$ cat config.mk
export PLATFORM = sky130hd
export DESIGN_NAME = hazard_scoreboard
export DESIGN_NICKNAME = d
export VERILOG_FILES = /design/src/rtl/arm_hazard_pkg.sv /design/src/rtl/hazard_src_match.sv /design/src/rtl/hazard_scoreboard.sv
export SDC_FILE = /design/constraint.sdc
export NUM_CORES = 1
export LEC_CHECK = 0
export CAP_MARGIN = 20
export CELL_PAD_IN_SITES_DETAIL_PLACEMENT = 0
export CELL_PAD_IN_SITES_GLOBAL_PLACEMENT = 1
export CORE_AREA = 5 5 65 67
export CTS_BUF_LIST = sky130_fd_sc_hd__clkbuf_4 sky130_fd_sc_hd__clkbuf_8
export CTS_CLUSTER_SIZE = 28
export DETAILED_ROUTE_END_ITERATION = 10
export DIE_AREA = 0 0 70 72
export PLACE_DENSITY = 0.83
export SYNTH_ARGS = -nofsm -noshare
export SYNTH_HDL_FRONTEND = slang
export SYNTH_SLANG_ARGS = --single-unit
export TNS_END_PERCENT = 1
$ cat constraint.sdc
create_clock -name clk -period 2 [get_ports clk]
set_input_delay 0.4 -clock clk [delete_from_list [all_inputs] [get_ports clk]]
set_output_delay 0.4 -clock clk [all_outputs]
set_load 0.1 [all_outputs]
$ cat src/rtl/arm_hazard_pkg.sv
// Shared constants and scoreboard entry layout for the ID-stage hazard scoreboard.
package arm_hazard_pkg;

  localparam int FWD_REGFILE = 0;
  localparam int STALL_CNT_W = 8;

  localparam logic MODE_STALL = 1'b0;
  localparam logic MODE_FWD   = 1'b1;

  // Per-entry control flags; the destination register is kept alongside at REG_ADDR_W bits.
  typedef struct packed {
    logic valid;
    logic wb_en;
    logic is_load;
  } entry_flags_t;

endpackage

$ cat src/rtl/hazard_src_match.sv
// Compares one source operand against every scoreboard entry and picks the youngest producer.
module hazard_src_match
  import arm_hazard_pkg::*;
#(
  parameter int REG_ADDR_W = 5,
  parameter int DEPTH      = 2,
  parameter int SEL_W      = 2
) (
  input  logic                                en_i,
  input  logic [REG_ADDR_W-1:0]               src_i,
  input  entry_flags_t [DEPTH-1:0]            flags_i,
  input  logic [DEPTH-1:0][REG_ADDR_W-1:0]    dest_i,
  output logic [DEPTH-1:0]                    match_o,
  output logic [SEL_W-1:0]                    sel_o
);

  genvar gi;
  generate
    for (gi = 0; gi < DEPTH; gi++) begin : g_cmp
      assign match_o[gi] = en_i & flags_i[gi].valid & flags_i[gi].wb_en &
                           (dest_i[gi] == src_i);
    end
  endgenerate

  // Scan oldest to youngest so the lowest matching index is what remains.
  always_comb begin
    sel_o = SEL_W'(FWD_REGFILE);
    for (int k = DEPTH - 1; k >= 0; k--) begin
      if (match_o[k]) sel_o = SEL_W'(k + 1);
    end
  end

endmodule

$ cat src/rtl/hazard_scoreboard.sv
// Registered write-back scoreboard with RAW stall / forward-select resolution and a stall watchdog.
module hazard_scoreboard
  import arm_hazard_pkg::*;
#(
  parameter int REG_ADDR_W = 5,
  parameter int DEPTH      = 2,
  parameter int MAX_STALL  = 15,
  localparam int SEL_W     = $clog2(DEPTH + 1)
) (
  input  logic                   clk,
  input  logic                   rst,
  input  logic                   id_valid,
  input  logic [REG_ADDR_W-1:0]  id_src1,
  input  logic [REG_ADDR_W-1:0]  id_src2,
  input  logic                   id_two_src,
  input  logic [REG_ADDR_W-1:0]  id_dest,
  input  logic                   id_wb_en,
  input  logic                   id_mem_r_en,
  input  logic                   fwd_mode,
  input  logic                   flush,
  output logic                   stall_out,
  output logic [SEL_W-1:0]       fwd_sel_a,
  output logic [SEL_W-1:0]       fwd_sel_b,
  output logic [STALL_CNT_W-1:0] stall_count,
  output logic                   stall_timeout
);

  localparam logic [STALL_CNT_W-1:0] MAX_CNT = STALL_CNT_W'(MAX_STALL);

  entry_flags_t [DEPTH-1:0]         flags_q, flags_d;
  logic [DEPTH-1:0][REG_ADDR_W-1:0] dest_q, dest_d;
  logic [STALL_CNT_W-1:0]           cnt_q, cnt_d;
  logic                             timeout_q, timeout_d;

  logic [DEPTH-1:0] match_a, match_b;
  logic [SEL_W-1:0] sel_a, sel_b;
  logic             any_match, load_use, issue;

  hazard_src_match #(.REG_ADDR_W(REG_ADDR_W), .DEPTH(DEPTH), .SEL_W(SEL_W)) u_match_a (
    .en_i    (id_valid),
    .src_i   (id_src1),
    .flags_i (flags_q),
    .dest_i  (dest_q),
    .match_o (match_a),
    .sel_o   (sel_a)
  );

  hazard_src_match #(.REG_ADDR_W(REG_ADDR_W), .DEPTH(DEPTH), .SEL_W(SEL_W)) u_match_b (
    .en_i    (id_valid & id_two_src),
    .src_i   (id_src2),
    .flags_i (flags_q),
    .dest_i  (dest_q),
    .match_o (match_b),
    .sel_o   (sel_b)
  );

  assign any_match = (|match_a) | (|match_b);
  assign load_use  = (match_a[0] | match_b[0]) & flags_q[0].is_load;
  assign stall_out = (fwd_mode == MODE_STALL) ? any_match : load_use;
  assign issue     = id_valid & ~stall_out;

  assign fwd_sel_a = (fwd_mode == MODE_FWD && !stall_out) ? sel_a : SEL_W'(FWD_REGFILE);
  assign fwd_sel_b = (fwd_mode == MODE_FWD && !stall_out) ? sel_b : SEL_W'(FWD_REGFILE);

  assign stall_count   = cnt_q;
  assign stall_timeout = timeout_q;

  always_comb begin
    flags_d   = flags_q;
    dest_d    = dest_q;
    cnt_d     = cnt_q;
    timeout_d = timeout_q;
    if (flush) begin
      flags_d   = '0;
      cnt_d     = '0;
      timeout_d = 1'b0;
    end else begin
      for (int k = DEPTH - 1; k > 0; k--) begin
        flags_d[k] = flags_q[k-1];
        dest_d[k]  = dest_q[k-1];
      end
      // A stalled ID instruction does not enter; a bubble takes its slot.
      flags_d[0].valid   = issue;
      flags_d[0].wb_en   = id_wb_en;
      flags_d[0].is_load = id_mem_r_en;
      dest_d[0]          = id_dest;
      if (stall_out) cnt_d = (cnt_q >= MAX_CNT) ? cnt_q : cnt_q + 1'b1;
      else           cnt_d = '0;
      timeout_d = timeout_q | (cnt_d == MAX_CNT);
    end
  end

  always_ff @(posedge clk) begin
    if (!rst) begin
      flags_q   <= '0;
      dest_q    <= '0;
      cnt_q     <= '0;
      timeout_q <= 1'b0;
    end else begin
      flags_q   <= flags_d;
      dest_q    <= dest_d;
      cnt_q     <= cnt_d;
      timeout_q <= timeout_d;
    end
  end

endmodule
==> results of run 1 <==
[cells by family after synthesis]
family                   count (synthesis)  share of synthesized area (%)
AND/OR/NAND/NOR                         55                           25.8
flip-flops                              24                           39.2
XOR/XNOR                                23                           16.4
AO/OA/AOI/OAI                           12                           7.97
multiplexers                            10                           8.17
buffers and inverters                    4                           1.33
adder cells (fa/ha/maj)                  1                           1.02
[stage by stage]
step / cells / setup slack (ns) / TNS (ns) / hold WS (ns)
4_1_cts: 231 / -0.228 / -1.07 / 0.514
2_1_floorplan: 129 / -0.358 / -1.24 / 0.445
3_5_place_dp: 223 / -0.458 / -3.71 / 0.478
3_3_place_gp: 223 / -0.438 / -3.31 / 0.452
6_report: 231 / -0.247 / -1.11 / 0.509
5_1_grt: 231 / -0.304 / -1.45 / 0.524
[Yosys cell counts, drive strengths merged (2+ instances only)]
master	count
dfxtp	24
xnor2	13
mux2i	10
nor2b	10
xor2	10
and3	7
and2	6
nor2	6
nand2	5
nand4	5
nand3	4
a21oi	3
nor4	3
clkbuf	2
nor3	2
o211a	2
o211ai	2
o21ai	2
or2	2
[report_power, final]
part	switching [mW]	total, mW	internal, mW
combinational	0.0680	0.162	0.0942
sequential	0.0150	0.506	0.491
clock	0.149	0.352	0.203
[final cells by class]
type	count	area (um^2)
clock buffer	3	22.5
clock inverter	1	30.0
fill	357	1630
inverter	1	3.75
multi-input combinational	101	821
sequential	24	495
tap	48	60.1
timing repair buffer	53	513
[registers in the layout, indices dropped and copies added, names as in the netlist]
| register | flops |
|---|---|
| stall_timeout | 1 |
| stall_count | 8 |
| flags_q | 5 |
| dest_q | 10 |
[worst register-to-register path, stage by stage (launching register included)]
cell	delay [ns]
dfxtp_2	0.36
buf_4	0.14
xor2_1	0.17
nor3_1	0.10
or2_1	0.24
o21a_4	0.24
buf_4	0.15
a32o_1	0.21
[routing by layer]
| metal | vias to the layer above | wire, um | track usage (%) |
|---|---|---|---|
| met5 | - | 0 | 0 |
| met4 | 0 | 34 | 4.47 |
| met3 | 2 | 90 | 1.80 |
| met2 | 22 | 1630 | 21.9 |
| met1 | 513 | 1370 | 14.3 |
| li1 | 559 | - | - |
[worst max-delay path by stage]
stage                from           end  slack, ns  cells after the start
2_1_floorplan  id_src1[0]  fwd_sel_a[0]      -0.36                      4
3_3_place_gp   id_src2[4]     stall_out      -0.44                      7
3_5_place_dp   id_src2[4]     stall_out      -0.46                      7
4_1_cts         dest_q[0]  fwd_sel_b[1]      -0.23                      6
5_1_grt         dest_q[0]  fwd_sel_b[0]      -0.30                      6
6_report       id_src2[0]     stall_out      -0.25                      7
[timing repair]
| action | CTS | global route |
|---|---|---|
| pin swaps | 16 | 8 |
| setup endpoints to repair | 5 | 5 |
| buffers inserted | 4 | 1 |
| gates resized for setup | 25 | 7 |
[placed cells by master (no fill, tap or decap), drive strengths merged, types with 2 or more instances in the layout]
master and n:
o21ai 2, dlygate4sd2 12, nor2b 10, nand4 5
o211ai 2, and2 6, xnor2 13, nor2 6
nor3 2, and3 7, nand3 4, nand2 5
clkdlybuf4s50 10, a21oi 3, dfxtp 24, clkbuf 3
o211a 2, nor4 3, mux2i 10, xor2 10
or2 2, buf 31
==> results_dict.tcl, run 1 <==
set metrics [dict create \
    grt_pass1_vias 1137 \
    drive_gt1_share_pct 31.7 \
    synth_area_leaders "dfxtp_1 (39%), xnor2_1 (9.3%), mux2i_1 (8.2%), xor2_1 (7.2%), nor2b_1 (5.1%)" \
    synth.yosys.seq_area_share_pct 39.2 \
    stdcell_area_um2 1950 \
    synth_top_flop_cell "dfxtp_1" \
    post_drt_wl_per_cell_um 13.5 \
    numCtsBuffers 3 \
    drv_cap 0 \
    r2r-end "stall_timeout" \
    core.rowCount 22 \
    grt-ovfl-total 0 \
    slew_violations 0 \
    path_max_fanout 3 \
    synth.distinct_cells 33 \
    setup_violations 5 \
    drt-total-wl_um 3120 \
    synth_seq_cells 24 \
    synth_edf_count 0 \
    area_growth_pct 58.8 \
    drcViolationCount 0 \
    cp_cell_sequence "dlygate4sd2_1 > xnor2_2 > nand4_1 > or2_1 > o211ai_2 > o21a_4 > buf_12" \
    htree_num_levels 1 \
    fin_ws_ns -0.247 \
    violations "setup timing" \
    cts_tree "built" \
    critPathMaxStageDelay_ns 0.30 \
    ios 37 \
    whs_endpoint "stall_timeout" \
    hp-start "stall_timeout" \
    syn_inst 129 \
    power_mw 1.02 \
    synth_top_cell_area_share_pct 39.2 \
    status "complete, but fails checks" \
    drt_iter0_drc 47 \
    regToRegSetupSlack_ns 0.32 \
    hold_class "register to register" \
    clk_pin_slew_ns 0.14 \
    yosysWarnings 0 \
    cp-end-kind "output pin" \
    cp.required_ns 1.60 \
    start_util_pct 34.2 \
    max_freq_mhz 445 \
    reg2reg_from "dest_q[5]" \
    post-route-min-period_ns 2.25 \
    grt_pass1_wl_um 5010 \
    core_um2 3580 \
    cts_root_buf "clkbuf_4" \
    place_area_um2 1810 \
    die_h_um 72 \
    fin_crit_sh_pct 112 \
    critPathKind "primary input to output pin" \
    async_reset_ff_share_pct 0 \
    cts.sinks 24 \
    antenna_found_initial 0 \
    start_kind "primary input" \
    tightest_slew_ns 0.360 \
    path_delay_family "simple AND/OR/NAND/NOR gates" \
    first_pass_iters 4 \
    leakage_nw 0.818 \
    max-slew-margin-rel_pct 75.9 \
    utilization_pct 54.4 \
    dp_hpwl_um 2390 \
    hold_viol 0 \
    postRouteAntennaNets 0 \
    ff2ff_path_depth 7 \
    clk_latency_ns 0.32 \
    die_x_um 70 \
    synth.avg_cell_area_um2 9.50 \
    num_antenna_cells 0 \
    detail_route.vias_per_cell 4.74 \
    track_usage_pct 12.0 \
    cts_hold_buf 0 \
    pwr_density_cell_nw_per_um2 524 \
    dieArea_um2 5040 \
    ctsLongestPathBuffers 2 \
    num_vias 1096 \
    fin_skew_ns 0.00760 \
    rsz0062_at_grt "true" \
    synthesis.nets 153 \
    grt_max_degree 15 \
    cp.arrival_ns 1.85 \
    netlist_area_um2 1220 \
    cpMaxStageDelayCell "or2_1" \
    whs_path_depth 1 \
    gp_congestion 0.785 \
    irDropWorstVdd_mv 0.351 \
    yosys.area.top_type "dfxtp_1" \
    fin_nets 208 \
    io_buffers 36 \
    cp_num_buf_inv 2 \
]
No activity file was read; power rests on OpenSTA's default activity.
==> run 2: changes to the inputs <==
- CORE_AREA: 5 5 65 67 -> 5 5 57 59
- DIE_AREA: 0 0 70 72 -> 0 0 62 64
- DONT_BUFFER_PORTS: unset -> 1
- PLACE_DENSITY: 0.83 -> 0.82
==> results_dict.tcl, run 2 (synthesized netlist as in run 1, its figures left out) <==
set metrics [dict create \
    largest_reg_flops 10 \
    die_x_um 62 \
    grt-ovfl-total 0 \
    mostFrequentLayoutCell "dfxtp_1" \
    detail_route.vias_per_cell 5.35 \
    fin_skew_ns 0.00327 \
    clk_latency_ns 0.31 \
    setup_tns_ns -1.16 \
    ios 37 \
    seq_power_share_pct 54.1 \
    power.switching_mw 0.195 \
    fin_ws_ns -0.257 \
    io_buffers 0 \
    core.rowCount 19 \
    critPathKind "register to output pin" \
    dp_hpwl_um 2120 \
    rsz0062_at_grt "true" \
    drt-total-wl_um 2670 \
    post_drt_wl_per_cell_um 14.9 \
    max-slew-margin-rel_pct 72.0 \
    top_register "dest_q" \
    cts_root_buf "clkbuf_4" \
    num_vias 958 \
    setup_violations 5 \
    die_h_um 64 \
    final_cell_mix "dfxtp_1 (20), buf_4 (14), xnor2_1 (13)" \
    cp.required_ns 1.60 \
    track_usage_pct 15.3 \
    path_max_fanout 4 \
    drive_gt1_share_pct 23.0 \
    gp_congestion 0.793 \
    first_pass_iters 4 \
    final-seq-area_um2 485 \
    ctsLongestPathBuffers 2 \
    tightest_slew_ns 0.418 \
    fin_nets 173 \
    clk_pin_slew_ns 0.13 \
    nFillCells 251 \
    drt_iter0_drc 14 \
    fin_crit_sh_pct 113 \
    antenna_found_initial 0 \
    multi_input_area_um2 772 \
    grt_max_degree 15 \
    post-route-min-period_ns 2.26 \
    dieArea_um2 3970 \
    leakage_nw 0.629 \
    cp.arrival_ns 1.86 \
    grt_pass1_wl_um 4640 \
    grt_pass1_vias 1017 \
    hold_class "primary input to register" \
    core_um2 2660 \
    num_antenna_cells 0 \
    drv_cap 0 \
    combPwrFrac_pct 8.6 \
    slew_violations 0 \
    numCtsBuffers 3 \
    start_kind "register" \
    start_util_pct 46.0 \
    pwr_density_cell_nw_per_um2 609 \
    area_growth_pct 25.5 \
    swShare_pct 20.8 \
    hold_viol 0 \
    status "complete, but fails checks" \
    irDropWorstVdd_mv 0.408 \
    power_mw 0.936 \
    cts_tree "built" \
    drcViolationCount 0 \
    violations "setup timing" \
    max_freq_mhz 443 \
    clkPwrFrac_pct 37.3 \
    cts_hold_buf 0 \
    postRouteAntennaNets 0 \
    cts.sinks 24 \
    cp-end-kind "output pin" \
    htree_num_levels 1 \
    internal_power_mw 0.741 \
]
-- run 2: cell types whose count changed in the layout (fill, tap and decap cells not counted), moves of 2 or more --
cell | before | now
clkdlybuf4s50_1 | 10 | 0
buf_12 | 6 | 4
dfxtp_4 | 2 | 0
dlygate4sd2_1 | 12 | 0
dfxtp_2 | 6 | 4
buf_4 | 25 | 14
nor2_1 | 4 | 6
xnor2_1 | 10 | 13
nor2_2 | 2 | 0
xnor2_2 | 3 | 0
dfxtp_1 | 16 | 20
-- run 2: area by class of cell --
| type | count | share of cell area, % |
|---|---|---|
| clock buffers | 3 | 1.46 |
| flip-flops and latches | 24 | 31.6 |
| multi-input cells | 101 | 50.2 |
| well taps | 31 | 2.52 |
| repair buffers | 18 | 12.0 |
| clock inverters | 1 | 1.95 |
| inverters | 1 | 0.244 |
-- run 2: power groups by stage --
stage / sequential [mW] / clock, mW / combinational [mW]
floorplan: 0.513 / 0 / 0.0723
finish: 0.507 / 0.349 / 0.0806
global route: 0.509 / 0.381 / 0.0886
CTS: 0.507 / 0.361 / 0.0798
detailed placement: 0.516 / 0 / 0.0765
global placement: 0.516 / 0 / 0.0745
-- run 2: through the flow --
step                cells  worst slack (ns)  utilization [%]  hold WS, ns  area, um^2
floorplan             129            -0.358                -        0.445        1260
global placement      173            0.0555             54.8        0.451        1460
detailed placement    173            0.0147             54.8        0.464        1460
CTS                   179            -0.258             57.5        0.170        1530
global route          179            -0.370             57.8        0.167        1540
finish                179            -0.257             57.8        0.185        1540
-- run 2: worst paths after layout --
check	from	to	slack (ns)	cells after the start
worst max-delay path	dest_q[0]	fwd_sel_b[1]	-0.26	6
worst min-delay path	id_valid	flags_q[2]	0.19	2
worst max register to register	dest_q[0]	stall_timeout	0.09	7
worst min register to register	flags_q[2]	flags_q[5]	0.49	1
-- run 2: timing repair --
action	CTS	global route
endpoints found under the hold margin	0	0
setup endpoints to repair	10	11
pin swaps	4	1
resized for setup	3	2
setup buffers	2	0
-- run 2: metal layers --
layer	vias up	global-route usage (%)	share of wire, %
met3	4	5.03	7.2
met2	21	25.4	50
met4	0	5.31	0.94
li1	487	-	-
met5	-	0	0
met1	446	18.0	42
-- run 2: worst max-delay path, stage by stage (launching register included) --
cell,delay [ns]
dfxtp_2,0.37
xor2_1,0.16
nor3_2,0.30
and2_4,0.21
a21oi_1,0.06
o211a_1,0.25
buf_12,0.17
==> run 3: changes to the inputs <==
- clock period: 2 -> 2.5 ns (I/O delays scaled with it)
==> results_dict.tcl, run 3 (synthesized netlist as in run 1, its figures left out) <==
set metrics [dict create \
    hold_viol 0 \
    numCtsBuffers 3 \
    final_cell_mix "dfxtp_1 (21), buf_4 (14), xnor2_1 (12)" \
    mostFrequentLayoutCell "dfxtp_1" \
    final-seq-area_um2 484 \
    regToRegSetupSlack_ns 0.68 \
    hp-start "id_valid" \
    track_usage_pct 15.4 \
    status "finished clean" \
    instances_no_fill 175 \
    area_growth_pct 19.2 \
    leakage_nw 0.607 \
    core_um2 2660 \
    tightest_slew_ns 0.383 \
    num_vias 953 \
    irDropWorstVdd_mv 0.418 \
    fin_skew_ns 0.00793 \
    fin_nets 169 \
    clk_latency_ns 0.32 \
    whs_endpoint "flags_q[2]" \
    drive_gt1_share_pct 20.8 \
    io_buffers 0 \
    dp.cells 171 \
    num_antenna_cells 0 \
    cp.arrival_ns 1.87 \
    top_register "dest_q" \
    reg2reg_from "dest_q[4]" \
    cts_hold_buf 0 \
    ff2ff_path_depth 6 \
    drcViolationCount 0 \
    clk_pin_slew_ns 0.14 \
    grt_pass1_wl_um 4670 \
    fin_crit_sh_pct 94.9 \
    cp.required_ns 2.00 \
    drv_cap 0 \
    first_pass_iters 4 \
    largest_reg_flops 10 \
    use_met2_pct 24.6 \
    core.rowCount 19 \
    pwr_density_cell_nw_per_um2 514 \
    start_kind "register" \
    die_x_um 62 \
    die_h_um 64 \
    globalRouteMet3Util_pct 4.83 \
    grt_pass1_vias 1006 \
    place_area_um2 1390 \
    postRouteAntennaNets 0 \
    post-route-min-period_ns 2.37 \
    slew_violations 0 \
    gp_congestion 0.798 \
    critPathKind "register to output pin" \
    grt_max_degree 15 \
    antenna_found_initial 0 \
    path_max_fanout 7 \
    drt_iter0_drc 32 \
    setup_violations 0 \
    r2r-end "stall_count[7]" \
    cts.sinks 24 \
    grt-ovfl-total 0 \
    ctsLongestPathBuffers 2 \
    hold_class "primary input to register" \
    nFillCells 244 \
    cp_cell_sequence "xnor2_1 > nand4_1 > or2_4 > o211ai_2 > o21a_4" \
    cts_resized 0 \
    multi_input_area_um2 776 \
    detail_route.vias_per_cell 5.45 \
    cts_root_buf "clkbuf_4" \
    cts_setup_buffers 0 \
    max_freq_mhz 421 \
    start_util_pct 46.0 \
    cp-end-kind "output pin" \
    post_drt_wl_per_cell_um 15.1 \
    htree_num_levels 1 \
    max-slew-margin-rel_pct 74.2 \
    dp_hpwl_um 2130 \
    stdcell_area_um2 1460 \
    ios 37 \
    drt-total-wl_um 2650 \
    grtUsageMet1_pct 19.2 \
    critPathMaxStageDelay_ns 0.38 \
    rsz0062_at_grt "false" \
    cts_tree "built" \
    dieArea_um2 3970 \
    whs_path_depth 2 \
    cpMaxStageDelayCell "o21a_4" \
    busiest_layer "met2" \
]
-- run 3: through the flow --
stage               total power [mW]  setup TNS, ns  worst slack [ns]  utilization, %  hold slack [ns]
floorplan                      0.468        -0.0816           -0.0576               -            0.445
global placement               0.471              0             0.322            52.3            0.450
finish                         0.751              0             0.127            54.8            0.283
global route                   0.788              0          0.000494            54.8            0.272
detailed placement             0.474              0             0.292            52.3            0.464
CTS                            0.755              0           0.00212            54.3            0.277
-- run 3: report_power, final --
part           total (mW)  internal (mW)  switching, mW  leakage [nW]
combinational      0.0616         0.0362         0.0254         0.382
clock               0.284          0.162          0.122        0.0279
sequential          0.406          0.393         0.0124         0.196
total               0.751          0.591          0.160         0.607
-- run 3: worst max-delay path: cells and delay by family (launching register included) --
| kind | cells | cell delay, ns |
|---|---|---|
| flops | 1 | 0.37 |
| compound gates | 2 | 0.57 |
| xor+xnor | 1 | 0.16 |
| simple gates | 2 | 0.44 |
-- run 3: layer usage --
layer | vias up | wire length, um
met4 | 0 | 36
met3 | 5 | 196
met5 | - | 0
li1 | 481 | -
met1 | 445 | 1170
met2 | 22 | 1250
-- run 3: cell type report --
class | instances | share of cell area [%]
repair buffers | 14 | 7.20
well taps | 31 | 2.66
multi-input cells | 101 | 53.1
clock buffers | 3 | 1.54
inverters | 1 | 0.257
flip-flops and latches | 24 | 33.2
clock inverters | 1 | 2.06
-- run 3: worst max-delay path by stage --
stage,startpoint,to,slack (ns)
after floorplan,id_src1[0],fwd_sel_a[0],-0.06
after global placement,id_src2[4],stall_out,0.32
after CTS,dest_q[0],stall_out,0.002
final,dest_q[4],stall_out,0.13
after global routing,dest_q[1],stall_out,0.0005
after detailed placement,id_src2[0],stall_out,0.29
